[src/rtl/vga_pkg.sv]
`default_nettype none
// +--------------------------------------------------------------------------+
// | vga_pkg : 640x480@60 default timing, coordinate width, and helpers.      |
// | Rev 1.0                                                                  |
// +--------------------------------------------------------------------------+
package vga_pkg;

  localparam int COORD_W       = 11;
  localparam int MAX_TOTAL     = 2048;
  localparam int MAX_FETCH_LAT = 7;

  localparam int VGA640_H_VISIBLE = 640;
  localparam int VGA640_H_FP      = 16;
  localparam int VGA640_H_SYNC    = 96;
  localparam int VGA640_H_BP      = 48;
  localparam int VGA640_V_VISIBLE = 480;
  localparam int VGA640_V_FP      = 10;
  localparam int VGA640_V_SYNC    = 2;
  localparam int VGA640_V_BP      = 33;

  function automatic int h_total(input int visible, input int fp, input int sync, input int bp);
    return visible + fp + sync + bp;
  endfunction

  function automatic int v_total(input int visible, input int fp, input int sync, input int bp);
    return visible + fp + sync + bp;
  endfunction

  // {R,G,B} on/off for bar index 0..7: white, yellow, cyan, green, magenta, red, blue, black
  function automatic logic [2:0] bar_rgb(input logic [2:0] bar);
    case (bar)
      3'd0:    return 3'b111;
      3'd1:    return 3'b110;
      3'd2:    return 3'b011;
      3'd3:    return 3'b010;
      3'd4:    return 3'b101;
      3'd5:    return 3'b100;
      3'd6:    return 3'b001;
      default: return 3'b000;
    endcase
  endfunction

endpackage
`default_nettype wire

[src/rtl/vga_delay_line.sv]
`default_nettype none
// +--------------------------------------------------------------------------+
// | vga_delay_line : DEPTH-stage shift register with a per-bit reset value.  |
// | Rev 1.0                                                                  |
// +--------------------------------------------------------------------------+
module vga_delay_line #(
  parameter int               WIDTH     = 1,
  parameter int               DEPTH     = 1,
  parameter logic [WIDTH-1:0] RESET_VAL = '0
) (
  input  logic             clk,
  input  logic             rst,
  input  logic [WIDTH-1:0] din,
  output logic [WIDTH-1:0] dout
);

  logic [DEPTH-1:0][WIDTH-1:0] stage;

  always_ff @(posedge clk) begin
    if (rst) begin
      stage <= {DEPTH{RESET_VAL}};
    end else begin
      stage[0] <= din;
      for (int i = 1; i < DEPTH; i++) begin
        stage[i] <= stage[i-1];
      end
    end
  end

  assign dout = stage[DEPTH-1];

endmodule
`default_nettype wire

[src/rtl/vga_timing_pipeline.sv]
`default_nettype none
// +--------------------------------------------------------------------------+
// | vga_timing_pipeline : parametrised VGA counters, sync generation and a   |
// | colour output stage aligned to a FETCH_LAT-cycle pixel source.           |
// | Optional build macro: VGA_TEST_PATTERN_EN (8-bar colour test pattern).   |
// | Rev 1.0                                                                  |
// +--------------------------------------------------------------------------+
module vga_timing_pipeline
  import vga_pkg::*;
#(
  parameter int H_VISIBLE = VGA640_H_VISIBLE,
  parameter int H_FP      = VGA640_H_FP,
  parameter int H_SYNC    = VGA640_H_SYNC,
  parameter int H_BP      = VGA640_H_BP,
  parameter int V_VISIBLE = VGA640_V_VISIBLE,
  parameter int V_FP      = VGA640_V_FP,
  parameter int V_SYNC    = VGA640_V_SYNC,
  parameter int V_BP      = VGA640_V_BP,
  parameter bit HS_POL    = 1'b0,
  parameter bit VS_POL    = 1'b0,
  parameter int COLOR_W   = 8,
  parameter int FETCH_LAT = 1
) (
  input  logic                 vga_clk,
  input  logic                 reset,
`ifdef VGA_TEST_PATTERN_EN
  input  logic                 test_en,
`endif
  input  logic [3*COLOR_W-1:0] pixel,
  output logic [COORD_W-1:0]   next_pixel_h,
  output logic [COORD_W-1:0]   next_pixel_v,
  output logic                 next_valid,
  output logic                 frame_start,
  output logic                 blank_n,
  output logic                 HS,
  output logic                 VS,
  output logic [COLOR_W-1:0]   red,
  output logic [COLOR_W-1:0]   green,
  output logic [COLOR_W-1:0]   blue
);

  localparam int H_TOTAL = h_total(H_VISIBLE, H_FP, H_SYNC, H_BP);
  localparam int V_TOTAL = v_total(V_VISIBLE, V_FP, V_SYNC, V_BP);

  generate
    if (H_TOTAL > MAX_TOTAL || V_TOTAL > MAX_TOTAL || FETCH_LAT < 0 || FETCH_LAT > MAX_FETCH_LAT) begin : g_bad_params
      $error("vga_timing_pipeline: line/frame totals must be <= 2048 and FETCH_LAT within 0..7");
    end
  endgenerate

  // One extra bit so boundaries equal to 2048 still compare correctly
  localparam int                 XW       = COORD_W + 1;
  localparam logic [COORD_W-1:0] H_LAST   = COORD_W'(H_TOTAL - 1);
  localparam logic [COORD_W-1:0] V_LAST   = COORD_W'(V_TOTAL - 1);
  localparam logic [XW-1:0]      H_VIS_X  = XW'(H_VISIBLE);
  localparam logic [XW-1:0]      V_VIS_X  = XW'(V_VISIBLE);
  localparam logic [XW-1:0]      HS_START = XW'(H_VISIBLE + H_FP);
  localparam logic [XW-1:0]      HS_END   = XW'(H_VISIBLE + H_FP + H_SYNC);
  localparam logic [XW-1:0]      VS_START = XW'(V_VISIBLE + V_FP);
  localparam logic [XW-1:0]      VS_END   = XW'(V_VISIBLE + V_FP + V_SYNC);

  logic [COORD_W-1:0] h_cnt;
  logic [COORD_W-1:0] v_cnt;
  logic [XW-1:0]      h_ext;
  logic [XW-1:0]      v_ext;
  logic               visible;
  logic               hs_level;
  logic               vs_level;

  always_ff @(posedge vga_clk) begin
    if (reset) begin
      h_cnt <= '0;
      v_cnt <= '0;
    end else if (h_cnt == H_LAST) begin
      h_cnt <= '0;
      v_cnt <= (v_cnt == V_LAST) ? '0 : v_cnt + 1'b1;
    end else begin
      h_cnt <= h_cnt + 1'b1;
    end
  end

  assign h_ext    = {1'b0, h_cnt};
  assign v_ext    = {1'b0, v_cnt};
  assign visible  = (h_ext < H_VIS_X) && (v_ext < V_VIS_X);
  assign hs_level = (h_ext >= HS_START && h_ext < HS_END) ? HS_POL : ~HS_POL;
  assign vs_level = (v_ext >= VS_START && v_ext < VS_END) ? VS_POL : ~VS_POL;

  assign next_pixel_h = h_cnt;
  assign next_pixel_v = v_cnt;
  assign next_valid   = visible;
  // Gated by reset so the pulse marks the first real cycle, not the held reset state
  assign frame_start  = ~reset && (h_cnt == '0) && (v_cnt == '0);

`ifdef VGA_TEST_PATTERN_EN
  localparam int              DL_W     = 3 + COORD_W;
  localparam logic [DL_W-1:0] DL_RESET = {{COORD_W{1'b0}}, ~VS_POL, ~HS_POL, 1'b0};
`else
  localparam int              DL_W     = 3;
  localparam logic [DL_W-1:0] DL_RESET = {~VS_POL, ~HS_POL, 1'b0};
`endif

  logic [DL_W-1:0] dl_in;
  logic [DL_W-1:0] dl_out;

`ifdef VGA_TEST_PATTERN_EN
  assign dl_in = {h_cnt, vs_level, hs_level, visible};
`else
  assign dl_in = {vs_level, hs_level, visible};
`endif

  // First FETCH_LAT stages live in the delay line; the last stage is the output register below
  generate
    if (FETCH_LAT == 0) begin : g_no_delay
      assign dl_out = dl_in;
    end else begin : g_delay
      vga_delay_line #(
        .WIDTH     (DL_W),
        .DEPTH     (FETCH_LAT),
        .RESET_VAL (DL_RESET)
      ) u_delay (
        .clk  (vga_clk),
        .rst  (reset),
        .din  (dl_in),
        .dout (dl_out)
      );
    end
  endgenerate

  logic [3*COLOR_W-1:0] color_next;
  logic [3*COLOR_W-1:0] color_q;

`ifdef VGA_TEST_PATTERN_EN
  localparam int BAR_W = (H_VISIBLE / 8 > 0) ? H_VISIBLE / 8 : 1;

  logic [COORD_W-1:0] fetch_h;
  logic [COORD_W-1:0] bar_raw;
  logic [2:0]         bar_idx;
  logic [2:0]         bar_on;

  assign fetch_h = dl_out[DL_W-1:3];
  assign bar_raw = fetch_h / COORD_W'(BAR_W);
  assign bar_idx = (bar_raw > COORD_W'(7)) ? 3'd7 : bar_raw[2:0];
  assign bar_on  = bar_rgb(bar_idx);
`endif

  always_comb begin
    color_next = '0;
    if (dl_out[0]) begin
`ifdef VGA_TEST_PATTERN_EN
      if (test_en) begin
        color_next = {{COLOR_W{bar_on[2]}}, {COLOR_W{bar_on[1]}}, {COLOR_W{bar_on[0]}}};
      end else begin
        color_next = pixel;
      end
`else
      color_next = pixel;
`endif
    end
  end

  always_ff @(posedge vga_clk) begin
    if (reset) begin
      color_q <= '0;
      blank_n <= 1'b0;
      HS      <= ~HS_POL;
      VS      <= ~VS_POL;
    end else begin
      color_q <= color_next;
      blank_n <= dl_out[0];
      HS      <= dl_out[1];
      VS      <= dl_out[2];
    end
  end

  assign red   = color_q[3*COLOR_W-1:2*COLOR_W];
  assign green = color_q[2*COLOR_W-1:COLOR_W];
  assign blue  = color_q[COLOR_W-1:0];

endmodule
`default_nettype wire

[config.mk]
export PLATFORM = sky130hd
export DESIGN_NAME = vga_timing_pipeline
export DESIGN_NICKNAME = d
export VERILOG_FILES = /design/src/rtl/vga_pkg.sv /design/src/rtl/vga_delay_line.sv /design/src/rtl/vga_timing_pipeline.sv
export SDC_FILE = /design/constraint.sdc
export NUM_CORES = 1
export LEC_CHECK = 0
export CORE_MARGIN = 2
export CORE_UTILIZATION = 46
export CTS_CLUSTER_SIZE = 14
export DETAILED_ROUTE_END_ITERATION = 8
export PLACE_DENSITY = 0.94
export REMOVE_ABC_BUFFERS = 1
export SLEW_MARGIN = 20
export SYNTH_ARGS = -nofsm -noshare
export SYNTH_HDL_FRONTEND = slang
export SYNTH_SLANG_ARGS = --single-unit
[constraint.sdc]
create_clock -name vga_clk -period 3.6 [get_ports vga_clk]
set_input_delay 0.9 -clock vga_clk [delete_from_list [all_inputs] [get_ports vga_clk]]
set_output_delay 0.9 -clock vga_clk [all_outputs]
set_load 0.01 [all_outputs]
==> results.py, run 1 <==
metrics = {
    "status": {
        "status": "finished clean",
    },
    "yosys": {
        "synth_seq_area_share_pct": 52.1,
        "synthXorXnorAreaFrac_pct": 5.70,
        "ys_types": 35,
        "ys_warn_count": 0,
        "synth-compound-area-share_pct": 4.01,
        "yosys.area_share.simple_pct": 31.8,
        "synthesis.area_um2": 2000,
        "synth_top_family_by_area": "simple AND/OR/NAND/NOR gates",
        "synthMuxAreaShare_pct": 0,
        "ys_ff_latch": 52,
        "synthAdderAreaFrac_pct": 2.50,
        "syn_inst": 207,
        "avgSynthCellArea_um2": 9.65,
    },
    "clocking": {
        "clock-sinks": 52,
        "h-tree-depth": 2,
        "postCtsResizedCells": 0,
        "cts_tree": "built",
        "clock_path_buffers": 2,
        "root_buffer": "clkbuf_8",
        "cts_buffers": 5,
        "cts_hold_buf": 0,
        "insertion_delay_ns": 0.30,
        "post-cts-setup-buffers": 0,
        "clk_pin_slew_ns": 0.09,
    },
    "worst_setup_path": {
        "worstReg2RegStart": "next_pixel_h[0]",
        "crit_fanout": 2,
        "crit_chain": "clkdlybuf4s50_1 -> or4_1 -> nor4_1 -> clkdlybuf4s50_1",
        "crit_path_end_kind": "primary output",
        "arrival_ns": 2.58,
        "critPathKind": "in -> out",
        "required_ns": 2.70,
        "worst-r2r-cell-count": 5,
        "crit_path_start_kind": "input port",
        "r2r_slack_ns": 1.49,
        "reg2reg_to": "next_pixel_v[10]",
        "crit_slowest_cell": "clkdlybuf4s50_1",
        "path_common_cell": "clkdlybuf4s50_1",
        "critPathMaxStageDelay_ns": 0.59,
    },
    "sta": {
        "max_clock_freq_mhz": 288,
        "rsz0062_at_grt": "false",
        "finalCritPeriodShare_pct": 96.6,
        "min_period_ns": 3.48,
        "setup_viol_count_final": 0,
        "slew_headroom_pct": 51.9,
        "tightestPinTransition_ns": 0.720,
        "final_hold_viol_count": 0,
        "tns_ns": 0,
        "finClkSkew_ns": 0.00303,
        "slew_violations": 0,
    },
    "power_and_ir_drop": {
        "powerDensity_nw_per_um2": 355,
        "ir_worst_vdd_mv": 0.231,
        "p_total_mw": 1.02,
        "p_leak_nw": 1.03,
    },
    "drt": {
        "routed_wl_mm": 4.69,
        "viasPerCell": 5.14,
        "drc": 0,
        "routedWlPerCell_um": 14.1,
        "initialDrtViolationCount": 61,
        "vias": 1707,
        "drtAntennaViolNets": 0,
        "drt-pass1-iter-count": 4,
    },
    "final_layout": {
        "mostFrequentLayoutCell": "clkdlybuf4s50_1",
        "finalNetCount": 311,
        "drive_gt1_share_pct": 5.67,
        "utilization_pct": 70.2,
        "area_growth_pct": 43.6,
        "final_cell_mix": "76 x clkdlybuf4s50_1, 52 x dfxtp_1, 24 x and2_1, 19 x nor2_1, 10 x nand2_1",
        "antenna_cells": 0,
        "fin_cells": 332,
        "final_area_um2": 2870,
    },
    "grt": {
        "grtUsageTotal_pct": 19.8,
        "grt_pass1_vias": 1554,
        "antenna_found_initial": 0,
        "grt_start_max_net_pins": 26,
        "grt-ovfl-total": 0,
        "grt_first_pass_wirelength_mm": 7.68,
    },
    "placed_design": {
        "gp_congestion": 0.815,
        "postPlaceCellArea_um2": 2780,
        "dp.cells": 324,
        "dp_hpwl_mm": 3.49,
        "numPortBuffers": 76,
    },
    "flow_run": {
        "drv_cap": 0,
    },
    "min_path": {
        "min_path_cells": 1,
        "hold_end": "HS",
        "min_from": "g_delay.u_delay.dout[1]",
        "min_path_type": "reg -> reg",
    },
    "die": {
        "dieArea_um2": 4890,
        "rows": 23,
        "io_pins": 77,
        "start_util_pct": 48.9,
        "chipHeight_um": 69.9,
        "die_w_um": 69.9,
        "core_area_um2": 4090,
    },
}
## flip-flops by register name, indices dropped and copies added, names as in the netlist
name                  count
color_q                  24
VS                        1
next_pixel_v             11
HS                        1
blank_n                   1
next_pixel_h             11
g_delay.u_delay.dout      3
## stage by stage
stage,hold slack [ns],setup slack [ns]
finish,0.416,0.124
global route,0.427,0.0740
CTS,0.418,0.110
detailed placement,0.396,0.112
global placement,0.397,0.166
floorplan,0.389,0.968
## how the worst max path moves through the flow
stage	startpoint	endpoint	slack [ns]	cells past startpoint
global placement	reset	frame_start	0.17	4
global route	reset	frame_start	0.07	4
CTS	reset	frame_start	0.11	4
finish	reset	frame_start	0.12	4
detailed placement	reset	frame_start	0.11	4
floorplan	reset	frame_start	0.97	2
## cell usage after synthesis (all sizes together)
library cell  count  area share (%)
a21oi             7             1.8
and2             24             7.5
and3              1            0.38
and4              3             1.3
and4b             1            0.50
and4bb            1            0.63
buf               4             1.4
clkbuf            6             1.1
dfxtp            52              52
ha                4             2.5
inv               7             1.3
nand2            10             1.9
nand2b            2            0.63
nand3             8             2.0
nand4             8             2.5
nand4b            2            0.88
nand4bb           1             1.4
nor2             19             3.6
nor2b             2            0.63
nor3              4             1.0
nor3b             1            0.38
nor4              7             2.2
nor4b             1            0.44
o21ai             6             1.5
o21bai            1            0.38
o31ai             1            0.38
or2               3             1.1
or3               4             1.3
or4               4             1.7
xnor2             6             2.6
xor2              7             3.1
## logic make-up after synthesis
group,count (synthesis)
and+or+nand+nor,106
DFF,52
buffers and inverters,17
AOI/OAI and AO/OA,15
xor gates and xnor gates,13
adders and majority gates,4
## layout make-up
| cell class | instances | area (µm²) |
|---|---|---|
| clock buffers | 6 | 72.6 |
| clock inverters | 2 | 16.3 |
| fillers | 315 | 1220 |
| inverters | 7 | 26.3 |
| multi-input cells | 138 | 882 |
| flip-flops and latches | 52 | 1040 |
| well taps | 50 | 62.6 |
| repair buffers | 77 | 768 |
## report_power, final
group	total [mW]	internal (mW)	leakage (nW)	switching [mW]
logic	0.0907	0.0593	0.564	0.0314
clock network	0.330	0.139	0.0414	0.192
registers	0.597	0.589	0.424	0.00746
total	1.02	0.787	1.03	0.231
## per-layer routing
| metal | routed length [µm] | share of wire, % | track usage (%) | vias up |
|---|---|---|---|---|
| li1 | - | - | - | 851 |
| met2 | 2440 | 52 | 33.1 | 61 |
| met3 | 223 | 4.8 | 4.04 | 9 |
| met1 | 1910 | 41 | 24.1 | 786 |
| met4 | 110 | 2.3 | 9.83 | 0 |
| met5 | 0 | 0 | 0 | - |
## critical path: cells and delay by family
family / cells / cell delay, ns
buffers and inverters: 2 / 1.00
and+or+nand+nor: 2 / 0.68
No activity file was read; power rests on OpenSTA's default activity.
==> run 2: changes to the inputs <==
--- a/config.mk
+++ b/config.mk
@@ -5,8 +5,10 @@
 export SDC_FILE = /design/constraint.sdc
 export NUM_CORES = 1
 export LEC_CHECK = 0
+export CAP_MARGIN = 20
 export CORE_MARGIN = 2
 export CORE_UTILIZATION = 46
+export CTS_CLUSTER_DIAMETER = 150
 export CTS_CLUSTER_SIZE = 14
 export DETAILED_ROUTE_END_ITERATION = 8
 export PLACE_DENSITY = 0.94
==> results of run 2 <==
Same layout as run 1: the final DEF is identical, and so are final timing and power.
